**config.mk**
```make
export PLATFORM = sky130hd
export DESIGN_NAME = uart_tx_mmio_flat
export DESIGN_NICKNAME = d
export VERILOG_FILES = /design/src/rtl/uart_tx_mmio_pkg.sv /design/src/rtl/uart_tx_mmio_if.sv /design/src/rtl/uart_tx_mmio_sync_fifo.sv /design/src/rtl/uart_tx_mmio.sv /design/src/flat_wrapper.sv
export SDC_FILE = /design/constraint.sdc
export NUM_CORES = 1
export LEC_CHECK = 0
export ABC_AREA = 1
export CAP_MARGIN = 20
export CORE_ASPECT_RATIO = 0.8
export CORE_MARGIN = 3
export CORE_UTILIZATION = 30
export DETAILED_ROUTE_END_ITERATION = 8
export GPL_TIMING_DRIVEN = 1
export SLEW_MARGIN = 25
export SYNTH_ARGS = -nofsm -noshare
export SYNTH_HDL_FRONTEND = slang
export SYNTH_SLANG_ARGS = --single-unit
```
**constraint.sdc**
```tcl
create_clock -name clk -period 3.3 [get_ports clk]
set_clock_uncertainty 0.1 [all_clocks]
set_input_delay 0.495 -clock clk [delete_from_list [all_inputs] [get_ports clk]]
set_output_delay 0.495 -clock clk [all_outputs]
set_load 0.05 [all_outputs]
```
**src/rtl/uart_tx_mmio_pkg.sv**
```systemverilog
// Shared MMIO definitions for the single_cycle_rv peripherals: register
// offsets, STATUS bit positions and the UART transmitter state encoding.
package rv_mmio_pkg;

  localparam logic [3:0] OFF_TXDATA   = 4'h0;
  localparam logic [3:0] OFF_STATUS   = 4'h4;
  localparam logic [3:0] OFF_BAUD_DIV = 4'h8;

  localparam int unsigned STAT_BUSY    = 0;
  localparam int unsigned STAT_FULL    = 1;
  localparam int unsigned STAT_EMPTY   = 2;
  localparam int unsigned STAT_OVF     = 3;
  localparam int unsigned STAT_CNT_LSB = 4;
  localparam int unsigned STAT_CNT_W   = 4;

  typedef enum logic [1:0] {
    ST_IDLE  = 2'd0,
    ST_START = 2'd1,
    ST_DATA  = 2'd2,
    ST_STOP  = 2'd3
  } tx_state_e;

endpackage

```
**src/rtl/uart_tx_mmio_if.sv**
```systemverilog
// Data-memory bus as seen by an MMIO slave: the core drives address, store
// data and strobe; the slave answers with a hit flag and combinational data.
interface uart_tx_mmio_if;
  logic [31:0] bus_addr;
  logic [31:0] bus_wdata;
  logic        bus_we;
  logic        bus_hit;
  logic [31:0] bus_rdata;

  modport master (
    output bus_addr, bus_wdata, bus_we,
    input  bus_hit, bus_rdata
  );

  modport slave (
    input  bus_addr, bus_wdata, bus_we,
    output bus_hit, bus_rdata
  );
endinterface

```
**src/rtl/uart_tx_mmio_sync_fifo.sv**
```systemverilog
// Single-clock FIFO with a combinational head; a push while full is taken
// only when a pop frees the slot in the same cycle.
module sync_fifo #(
  parameter int unsigned WIDTH = 8,
  parameter int unsigned DEPTH = 8
) (
  input  logic                       clk,
  input  logic                       rst_n,
  input  logic                       push_i,
  input  logic                       pop_i,
  input  logic [WIDTH-1:0]           din_i,
  output logic [WIDTH-1:0]           dout_o,
  output logic                       full_o,
  output logic                       empty_o,
  output logic [$clog2(DEPTH):0]     count_o
);

  localparam int unsigned AW = $clog2(DEPTH);

  logic [WIDTH-1:0] mem_q [DEPTH];
  logic [AW-1:0]    wr_ptr_q, wr_ptr_d;
  logic [AW-1:0]    rd_ptr_q, rd_ptr_d;
  logic [AW:0]      count_q, count_d;
  logic             push_ok, pop_ok;

  assign full_o  = (count_q == (AW+1)'(DEPTH));
  assign empty_o = (count_q == '0);
  assign count_o = count_q;
  assign dout_o  = mem_q[rd_ptr_q];

  assign pop_ok  = pop_i && !empty_o;
  assign push_ok = push_i && (!full_o || pop_i);

  always_comb begin
    wr_ptr_d = wr_ptr_q;
    rd_ptr_d = rd_ptr_q;
    count_d  = count_q;
    if (push_ok) wr_ptr_d = wr_ptr_q + 1'b1;
    if (pop_ok)  rd_ptr_d = rd_ptr_q + 1'b1;
    if (push_ok && !pop_ok)      count_d = count_q + 1'b1;
    else if (pop_ok && !push_ok) count_d = count_q - 1'b1;
  end

  always_ff @(posedge clk or negedge rst_n) begin
    if (!rst_n) begin
      wr_ptr_q <= '0;
      rd_ptr_q <= '0;
      count_q  <= '0;
    end else begin
      wr_ptr_q <= wr_ptr_d;
      rd_ptr_q <= rd_ptr_d;
      count_q  <= count_d;
    end
  end

  // Storage carries no reset; validity is tracked by the pointers alone.
  always_ff @(posedge clk) begin
    if (push_ok) mem_q[wr_ptr_q] <= din_i;
  end

endmodule

```
**src/rtl/uart_tx_mmio.sv**
```systemverilog
// Memory-mapped 8N1 UART transmitter: TXDATA/STATUS/BAUD_DIV registers,
// TX FIFO and a baud-rate FSM with zero-gap back-to-back frames.
module uart_tx_mmio
  import rv_mmio_pkg::*;
#(
  parameter logic [31:0] BASE_ADDR   = 32'h0001_0000,
  parameter int unsigned FIFO_DEPTH  = 8,
  parameter logic [15:0] DEFAULT_DIV = 16'd434
) (
  input  logic           clk,
  input  logic           rst_n,
  uart_tx_mmio_if.slave  bus,
  output logic           uart_tx
);

  localparam int unsigned CW = $clog2(FIFO_DEPTH) + 1;

  logic [3:0]    off;
  logic          hit, wr_en;
  logic          wr_txdata, wr_status, wr_div;
  logic [15:0]   div_q, div_d;
  logic          ovf_q, ovf_d;
  logic [3:0]    occ;

  logic          fifo_push, fifo_pop, fifo_full, fifo_empty;
  logic [7:0]    fifo_dout;
  logic [CW-1:0] fifo_count;

  tx_state_e     state_q, state_d;
  logic [15:0]   cnt_q, cnt_d;
  logic [15:0]   dlat_q, dlat_d;
  logic [2:0]    idx_q, idx_d;
  logic [7:0]    shift_q, shift_d;
  logic          tx_q, tx_d;
  logic          start_frame;

  logic          unused_bits;
  assign unused_bits = &{1'b0, bus.bus_wdata[31:16], bus.bus_addr[1:0]};

  assign off       = {bus.bus_addr[3:2], 2'b00};
  assign hit       = (bus.bus_addr[31:4] == BASE_ADDR[31:4]);
  assign wr_en     = bus.bus_we && hit;
  assign wr_txdata = wr_en && (off == OFF_TXDATA);
  assign wr_status = wr_en && (off == OFF_STATUS);
  assign wr_div    = wr_en && (off == OFF_BAUD_DIV);

  assign bus.bus_hit = hit;
  assign uart_tx     = tx_q;
  assign fifo_push   = wr_txdata;

  sync_fifo #(
    .WIDTH (8),
    .DEPTH (FIFO_DEPTH)
  ) u_fifo (
    .clk     (clk),
    .rst_n   (rst_n),
    .push_i  (fifo_push),
    .pop_i   (fifo_pop),
    .din_i   (bus.bus_wdata[7:0]),
    .dout_o  (fifo_dout),
    .full_o  (fifo_full),
    .empty_o (fifo_empty),
    .count_o (fifo_count)
  );

  always_comb begin
    if (32'(fifo_count) > 32'd15) occ = 4'hF;
    else                          occ = 4'(fifo_count);
  end

  always_comb begin
    bus.bus_rdata = '0;
    if (hit) begin
      case (off)
        OFF_STATUS: begin
          bus.bus_rdata[STAT_BUSY]                     = (state_q != ST_IDLE);
          bus.bus_rdata[STAT_FULL]                     = fifo_full;
          bus.bus_rdata[STAT_EMPTY]                    = fifo_empty;
          bus.bus_rdata[STAT_OVF]                      = ovf_q;
          bus.bus_rdata[STAT_CNT_LSB +: STAT_CNT_W]    = occ;
        end
        OFF_BAUD_DIV: bus.bus_rdata[15:0] = div_q;
        default:      bus.bus_rdata = '0;
      endcase
    end
  end

  always_comb begin
    div_d = div_q;
    if (wr_div) div_d = (bus.bus_wdata[15:0] == '0) ? 16'd1 : bus.bus_wdata[15:0];
  end

  // A dropped byte is one the FIFO refuses: full with no pop this cycle.
  always_comb begin
    ovf_d = ovf_q;
    if (wr_status && bus.bus_wdata[STAT_OVF])          ovf_d = 1'b0;
    else if (wr_txdata && fifo_full && !fifo_pop)      ovf_d = 1'b1;
  end

  always_ff @(posedge clk or negedge rst_n) begin
    if (!rst_n) begin
      div_q <= DEFAULT_DIV;
      ovf_q <= 1'b0;
    end else begin
      div_q <= div_d;
      ovf_q <= ovf_d;
    end
  end

  always_comb begin
    state_d     = state_q;
    cnt_d       = cnt_q;
    dlat_d      = dlat_q;
    idx_d       = idx_q;
    shift_d     = shift_q;
    tx_d        = tx_q;
    fifo_pop    = 1'b0;
    start_frame = 1'b0;

    case (state_q)
      ST_IDLE: begin
        tx_d = 1'b1;
        if (!fifo_empty) start_frame = 1'b1;
      end
      ST_START: begin
        if (cnt_q == '0) begin
          state_d = ST_DATA;
          cnt_d   = dlat_q - 16'd1;
          idx_d   = '0;
          tx_d    = shift_q[0];
        end else begin
          cnt_d = cnt_q - 16'd1;
        end
      end
      ST_DATA: begin
        if (cnt_q == '0) begin
          cnt_d = dlat_q - 16'd1;
          if (idx_q == 3'd7) begin
            state_d = ST_STOP;
            tx_d    = 1'b1;
          end else begin
            idx_d   = idx_q + 3'd1;
            shift_d = {1'b0, shift_q[7:1]};
            tx_d    = shift_q[1];
          end
        end else begin
          cnt_d = cnt_q - 16'd1;
        end
      end
      ST_STOP: begin
        if (cnt_q == '0) begin
          if (!fifo_empty) begin
            start_frame = 1'b1;
          end else begin
            state_d = ST_IDLE;
            tx_d    = 1'b1;
          end
        end else begin
          cnt_d = cnt_q - 16'd1;
        end
      end
      default: begin
        state_d = ST_IDLE;
        tx_d    = 1'b1;
      end
    endcase

    // Shared frame launch from IDLE and from the end of STOP; the divisor
    // is latched here so mid-frame BAUD_DIV writes apply to the next frame.
    if (start_frame) begin
      fifo_pop = 1'b1;
      shift_d  = fifo_dout;
      dlat_d   = div_q;
      cnt_d    = div_q - 16'd1;
      state_d  = ST_START;
      tx_d     = 1'b0;
    end
  end

  always_ff @(posedge clk or negedge rst_n) begin
    if (!rst_n) begin
      state_q <= ST_IDLE;
      cnt_q   <= '0;
      dlat_q  <= DEFAULT_DIV;
      idx_q   <= '0;
      shift_q <= '0;
      tx_q    <= 1'b1;
    end else begin
      state_q <= state_d;
      cnt_q   <= cnt_d;
      dlat_q  <= dlat_d;
      idx_q   <= idx_d;
      shift_q <= shift_d;
      tx_q    <= tx_d;
    end
  end

endmodule

```
**src/flat_wrapper.sv**
```systemverilog
// flat-port wrapper written by rule: the top's interface ports become plain ports
module uart_tx_mmio_flat import rv_mmio_pkg::*;
#(
  parameter logic [31:0] BASE_ADDR   = 32'h0001_0000,
  parameter int unsigned FIFO_DEPTH  = 8,
  parameter logic [15:0] DEFAULT_DIV = 16'd434
)
  (clk, rst_n, uart_tx, bus_bus_addr, bus_bus_wdata, bus_bus_we, bus_bus_hit, bus_bus_rdata);
  uart_tx_mmio_if bus_i ();
  input  logic clk;
  input  logic rst_n;
  output logic uart_tx;
  input wire logic [$bits(bus_i.bus_addr)-1:0] bus_bus_addr;
  input wire logic [$bits(bus_i.bus_wdata)-1:0] bus_bus_wdata;
  input wire logic [$bits(bus_i.bus_we)-1:0] bus_bus_we;
  output wire logic [$bits(bus_i.bus_hit)-1:0] bus_bus_hit;
  output wire logic [$bits(bus_i.bus_rdata)-1:0] bus_bus_rdata;
  assign bus_i.bus_addr = bus_bus_addr;
  assign bus_i.bus_wdata = bus_bus_wdata;
  assign bus_i.bus_we = bus_bus_we;
  assign bus_bus_hit = bus_i.bus_hit;
  assign bus_bus_rdata = bus_i.bus_rdata;
  uart_tx_mmio #(.BASE_ADDR(BASE_ADDR), .FIFO_DEPTH(FIFO_DEPTH), .DEFAULT_DIV(DEFAULT_DIV)) u_core (.clk(clk), .rst_n(rst_n), .bus(bus_i), .uart_tx(uart_tx));
endmodule
```
Word level (Yosys, flattened, before mapping):

Memories as Yosys holds them, arrays and structs flattened.
Cells that the tools add are included.

* bits in writable memories: 64
* register bits: 73
* memories: 1
* word-level logic and storage cells: 114
* output and inout port bits: 34
* input bits: 67

* multiplexer cells: 40
* reductions and logical operators: 36
* $add $sub $neg: 8
* equal/unequal tests: 18

Memory list
* u_core.u_fifo.mem_q: words 8, bits a word 8, read ports 1, clocked after memory_dff 0, wr ports 1, line uart_tx_mmio_sync_fifo.sv:20 `logic [WIDTH-1:0] mem_q [DEPTH];`

Operator list (count)
* $mux W16: 5
* $sub A16 B1 Y16 const B: 3
* $mux W8: 5
* $logic_not A16 Y1: 2
* $pmux W16 S2: 1
* $eq A28 B13 Y1 const B: 1
* $pmux W8 S2: 1
* $ne A3 B1 Y1 const B: 5
* $mux W1: 13
* $mux W2: 6
* $reduce_bool A2 Y1: 6
* $logic_and A1 B1 Y1: 11
* $add A3 B1 Y3 const B: 3
* $mux W3: 3
* $logic_not A4 Y1: 2
* $mux W4: 2
* $reduce_and A4 Y1: 2
* $eq A2 B2 Y1 const B: 3
* $ne A2 B1 Y1 const B: 3
* $pmux W2 S3: 1
* $pmux W3 S2: 1
* $reduce_and A6 Y1: 1
* $logic_not A1 Y1: 5
* $add A4 B1 Y4 const B: 1
* other kinds (15): 16

Logic depth before layout (Yosys ltp):

* depth after elaboration: 11
* gate-level depth with buffers: 20
* gate-level depth less buffers: 20

Cells and area by module:

From an unflattened synthesis, not the netlist that was laid out.

* cell total of the unflattened synthesis: 1030
* area total of the unflattened synthesis: 8010.2 um2

Modules (own cells, without submodules)
* uart_tx_mmio: instances 1, cells each 666, area an instance 4603.2 um2, seq. area each 1590.3 um2
* sync_fifo: instances 1, cells each 364, area an instance 3407.0 um2, seq. area each 2172.1 um2

Worst setup path after synthesis:

OpenSTA, ideal clock, no wires.

* kind: input-to-output
* start: input bus_bus_addr[7]
* end: output bus_bus_rdata[1]
* buffers on the path: 0
* data arrival time: 2.355 ns
* required time: 2.705 ns
* stages: 6
* setup slack: 0.350 ns
* cells stage by stage: nor2_1 > nand4_1 > nor2_1 > and2_1 > nand2_1 > a21oi_1

* longest elaborated chain between the ends: 2

RTL lines
* start: declaration: line flat_wrapper.sv:13 `input wire logic [$bits(bus_i.bus_addr)-1:0] bus_bus_addr;`
* $eq A28 B13 Y1: line uart_tx_mmio.sv:41 `assign hit = (bus.bus_addr[31:4] == BASE_ADDR[31:4]);`
* net bus_bus_hit: line flat_wrapper.sv:16 `output wire logic [$bits(bus_i.bus_hit)-1:0] bus_bus_hit;`
* $mux W16: line uart_tx_mmio.sv:73 `if (hit) begin`
* end: declaration: line flat_wrapper.sv:17 `output wire logic [$bits(bus_i.bus_rdata)-1:0] bus_bus_rdata;`

The timed path passes the listed nets, and every way through them passes these cells.

Worst setup path after layout:

* start: register u_core.cnt_q[0]
* end: register u_core.u_fifo.count_q[3] (netlist: u_core.u_fifo.count_o[3])

* longest elaborated chain between the ends: 9
* elaborated cells between the ends (all ways): 13
* classes of those cells: mux: 4; reduce/logical: 9

RTL lines
* start: declaration: line uart_tx_mmio.sv:30 `logic [15:0] cnt_q, cnt_d;`
* start signal: assignment: line uart_tx_mmio.sv:190 `cnt_q <= cnt_d;`
* $logic_not A16 Y1 (*): line uart_tx_mmio.sv:151 `if (cnt_q == '0) begin`
* $mux W1 (*): line uart_tx_mmio.sv:151
* $pmux W1 S2 (*): line uart_tx_mmio.sv:120 `case (state_q)`
* $mux W1 (*): line uart_tx_mmio.sv:170 `if (start_frame) begin`
* $logic_or A1 B1 Y1 (*): line uart_tx_mmio_sync_fifo.sv:32 `assign push_ok = push_i && (!full_o || pop_i);`
* $logic_and A1 B1 Y1 (*): line uart_tx_mmio_sync_fifo.sv:32
* net u_core.u_fifo.push_ok: line uart_tx_mmio_sync_fifo.sv:24 `logic push_ok, pop_ok;`
* $logic_not A1 Y1: line uart_tx_mmio_sync_fifo.sv:41 `else if (pop_ok && !push_ok) count_d = count_q - 1'b1;`
* $logic_and A1 B1 Y1: line uart_tx_mmio_sync_fifo.sv:41
* $reduce_bool A2 Y1 (no line)
* end signal: assignment: line uart_tx_mmio_sync_fifo.sv:52 `count_q <= count_d;`
* end: declaration: line uart_tx_mmio_sync_fifo.sv:23 `logic [AW:0] count_q, count_d;`

The timed path passes the listed nets; every way through them passes the cells marked *.
A chain may end at the register's enable or synchronous reset.

==> metrics.csv <==
metric,value,unit
Worst EP arrival,3.25,ns
vias in the first global route,5997,
Worst Tran Pin Value,0.948,ns
final layout net count,1087,
multiplexer share of the synthesized area,0,%
first-pass GRT wire length,31300,µm
met2 Use GR,21.4,%
RSZ-0062 raised after global routing,no,
H-tree depth,4,
Yosys top cell area share,25.2,%
initial antenna violation count,0,
ANT nets after route,0,
min-delay worst type,in2async,
total global routing overflow,0,
Via-to-Cell Ratio,4.77,
All-Layer GR Usage,14.4,%
die width,184,µm
CP Launch Type,register,
final setup vio count,0,
placer congestion estimate,0.893,
Critical Path End Type,register,
clk sinks,137,
outcome,"finished, violations left",
TritonCTS Buffers,17,
mapped cell area,0.00762,mm²
sequential cell area fraction in the yosys report,49.4,%
max frequency,0.329,GHz
reg2reg path depth,20,
asr flop ratio synth,53.3,%
R2R setup slack,0.26,ns
Crit path max-delay family,simple AND/OR/NAND/NOR gates,
area growth from synthesis to layout,22.9,%
leakage,0.00398,µW
Crit Path Category,reg2reg,
clock latency on the worst-skew pair,0.43,ns
commonest cells in the netlist,"nand2_1, nor2_1, nand3_1",
die span in y,149,µm
# Max-Cap Violations,0,
final worst path period need,3.04,ns
Syn Inst Count,921,
post-synth cell types,47,
Compound-Gate Fraction of Synth Area,7.60,%
cell with the most instances after synthesis,nand2_1,
busiest layer in global routing,met2,
PD cells,394,mW/mm²
Root Driver,clkbuf_16,
Avg Synthesized Cell Area,8.27,µm²
commonest register cell after synthesis,edfxtp_1,
CORE AREA,0.0246,mm²
Rel. slew slack,36.4,%
"FF+latch count, synth",137,
Syn. warnings,0,
port bufs,66,
r2r startpoint,u_core.cnt_q[0],
ranking of synthesized cells by area,"edfxtp_1, dfrtp_1, nand2_1",
# rows,51,
IO Count,101,
Worst path depth,20,
WL per Instance,14.3,µm
setup TNS,0,ns
crit path max fanout,4,
Reg-to-Reg End,u_core.u_fifo.count_o[3],
Post-DP HPWL,13600,µm
"Hold Vio Cnt, Final",17,
number of flops mapped to enable cells by yosys,64,
CTS tree,done,
largest family of logic cells by synthesized area,simple AND/OR/NAND/NOR gates,
final hold slack,-0.0117,ns
Max Slew Vio Count,0,
DRC viols,0,
failing checks,hold timing,
CP bufs+invs,3,
crit path cell chain,inv_1 -> ha_2 -> nand2_2 -> nor2_4 -> nand4_4 -> nand2_4 -> nand2_4 -> nand2_2 -> nand2_1 -> inv_1 -> ha_1 -> inv_1 -> ha_1 -> nand2_1 -> nor2_1 -> a211oi_2 -> nand2_1 -> nand2_1 -> nor2_1 -> xor2_1,
CP dominant cell by count,nand2_1,
drt initial violations,414,
fraction of layout cells with a size suffix above 1,10.4,%
DR pass1 iterations,5,
simple-gate share of the synthesized area,28.6,%
Die ar.,0.0274,mm²
xor-xnor portion of the synthesized cell area,3.79,%
# hold bufs at CTS,0,
WP data required,3.51,ns
CP Launch Point,u_core.cnt_q[0],
M1 GR Usage,21.1,%
Inserted Diodes,0,
VDD IR max,0.000328,V
highest-delay cell along the critical path,dfrtp_1,
largest net degree at the start of global routing,77,
adder-cell share of the synthesized area,3.22,%
initial core utilization,30.9,%
clock-pin slew on the worst setup and hold paths,0.06,ns
met3 Usage GRT,3.45,%
routed wire length,19000,µm
post-synth top area cell,edfxtp_1,
CP max stage delay,0.40,ns
period utilization,92.0,%
via count,6358,
Clock Tree Buf Depth,2,
where the power goes:
group          switching [µW]  internal, µW
Sequential           0.000248          1790
Clock                     773           973
Combinational            93.5          58.6
stage by stage:
step                instance area, µm²  utilization, %  cells  total power (µW)  worst slack [ns]
floorplan                         7670               -    936              1890             0.350
global placement                  8800            35.7   1299              1980             0.147
detailed placement                8800            35.7   1299              1980            0.0610
CTS                               9340            37.9   1331              3720            0.0756
global route                      9370            38.0   1332              3820           0.00283
finish                            9370            38.0   1332              3690             0.263
flip-flops by register name, indices dropped and copies added, names as in the netlist:
name,flops
u_core.div_q,16
u_core.ovf_q,1
u_core.u_fifo.rd_ptr_q,3
u_core.uart_tx,1
u_core.u_fifo.wr_ptr_q,3
u_core.dlat_q,16
u_core.cnt_q,16
u_core.idx_q,3
u_core.u_fifo.mem_q,64
u_core.shift_q,8
u_core.u_fifo.count_o,4
u_core.state_q,2
cell type report:
class / count / area [µm²]
Clock buffer: 17 / 425
Fill cell: 2512 / 15300
Inverter: 80 / 300
Sequential cell: 137 / 3760
Clock inverter: 15 / 118
Tap cell: 318 / 398
Multi-Input combinational cell: 675 / 3360
Timing Repair Buffer: 90 / 1000
routing by layer:
metal / up-vias / part of all wire [%]
met5: - / 0
li1: 3170 / -
met3: 16 / 5.0
met4: 0 / 1.1
met2: 154 / 44
met1: 3018 / 50
logic make-up (layout without fill, tap and decap cells):
group | after synthesis | in the layout
flops | 137 | 137
compound gates | 100 | 100
other cells | 1 | 16
buf+inv | 124 | 202
xor+xnor | 33 | 33
simple gates | 507 | 507
fa+ha+maj | 19 | 19
worst max path at each step:
stage                                     to  slack (ns)
floorplan                   bus_bus_rdata[1]        0.35
global placement    u_core.u_fifo.count_o[3]        0.15
CTS                 u_core.u_fifo.count_o[3]        0.08
global route        u_core.u_fifo.count_o[3]       0.003
finish              u_core.u_fifo.count_o[3]        0.26
detailed placement  u_core.u_fifo.count_o[3]        0.06
placed cells by master, fill, tap and decap left out, drive strengths merged, types with 13 or more instances in the layout:
master | netlist | layout
nor2 | 120 | 120
a21oi | 13 | 13
o21ai | 64 | 64
ha | 18 | 18
clkbuf | 13 | 17
buf | 31 | 42
inv | 78 | 82
nand4 | 14 | 14
clkdlybuf4s50 | 0 | 48
edfxtp | 64 | 64
conb | 1 | 16
xor2 | 23 | 23
dfrtp | 62 | 62
nand2 | 262 | 262
nand3 | 98 | 98
worst reg2reg max path, cell delays in order, from the launching register on:
cell	delay (ns)
dfrtp_1	0.40
inv_1	0.10
ha_2	0.22
nand2_2	0.11
nor2_4	0.17
nand4_4	0.15
nand2_4	0.12
nand2_4	0.07
nand2_2	0.10
nand2_1	0.07
inv_1	0.06
ha_1	0.18
inv_1	0.10
ha_1	0.36
nand2_1	0.08
nor2_1	0.05
a211oi_2	0.17
nand2_1	0.08
nand2_1	0.06
nor2_1	0.04
xor2_1	0.13
what timing repair did:
item | 4_1_cts | 5_1_grt
buffers inserted | 0 | 1
resized for setup | 0 | 3
endpoints found under the hold margin | 0 | 0
setup endpoints to repair | 0 | 1
(Power assumes the default switching activity.)
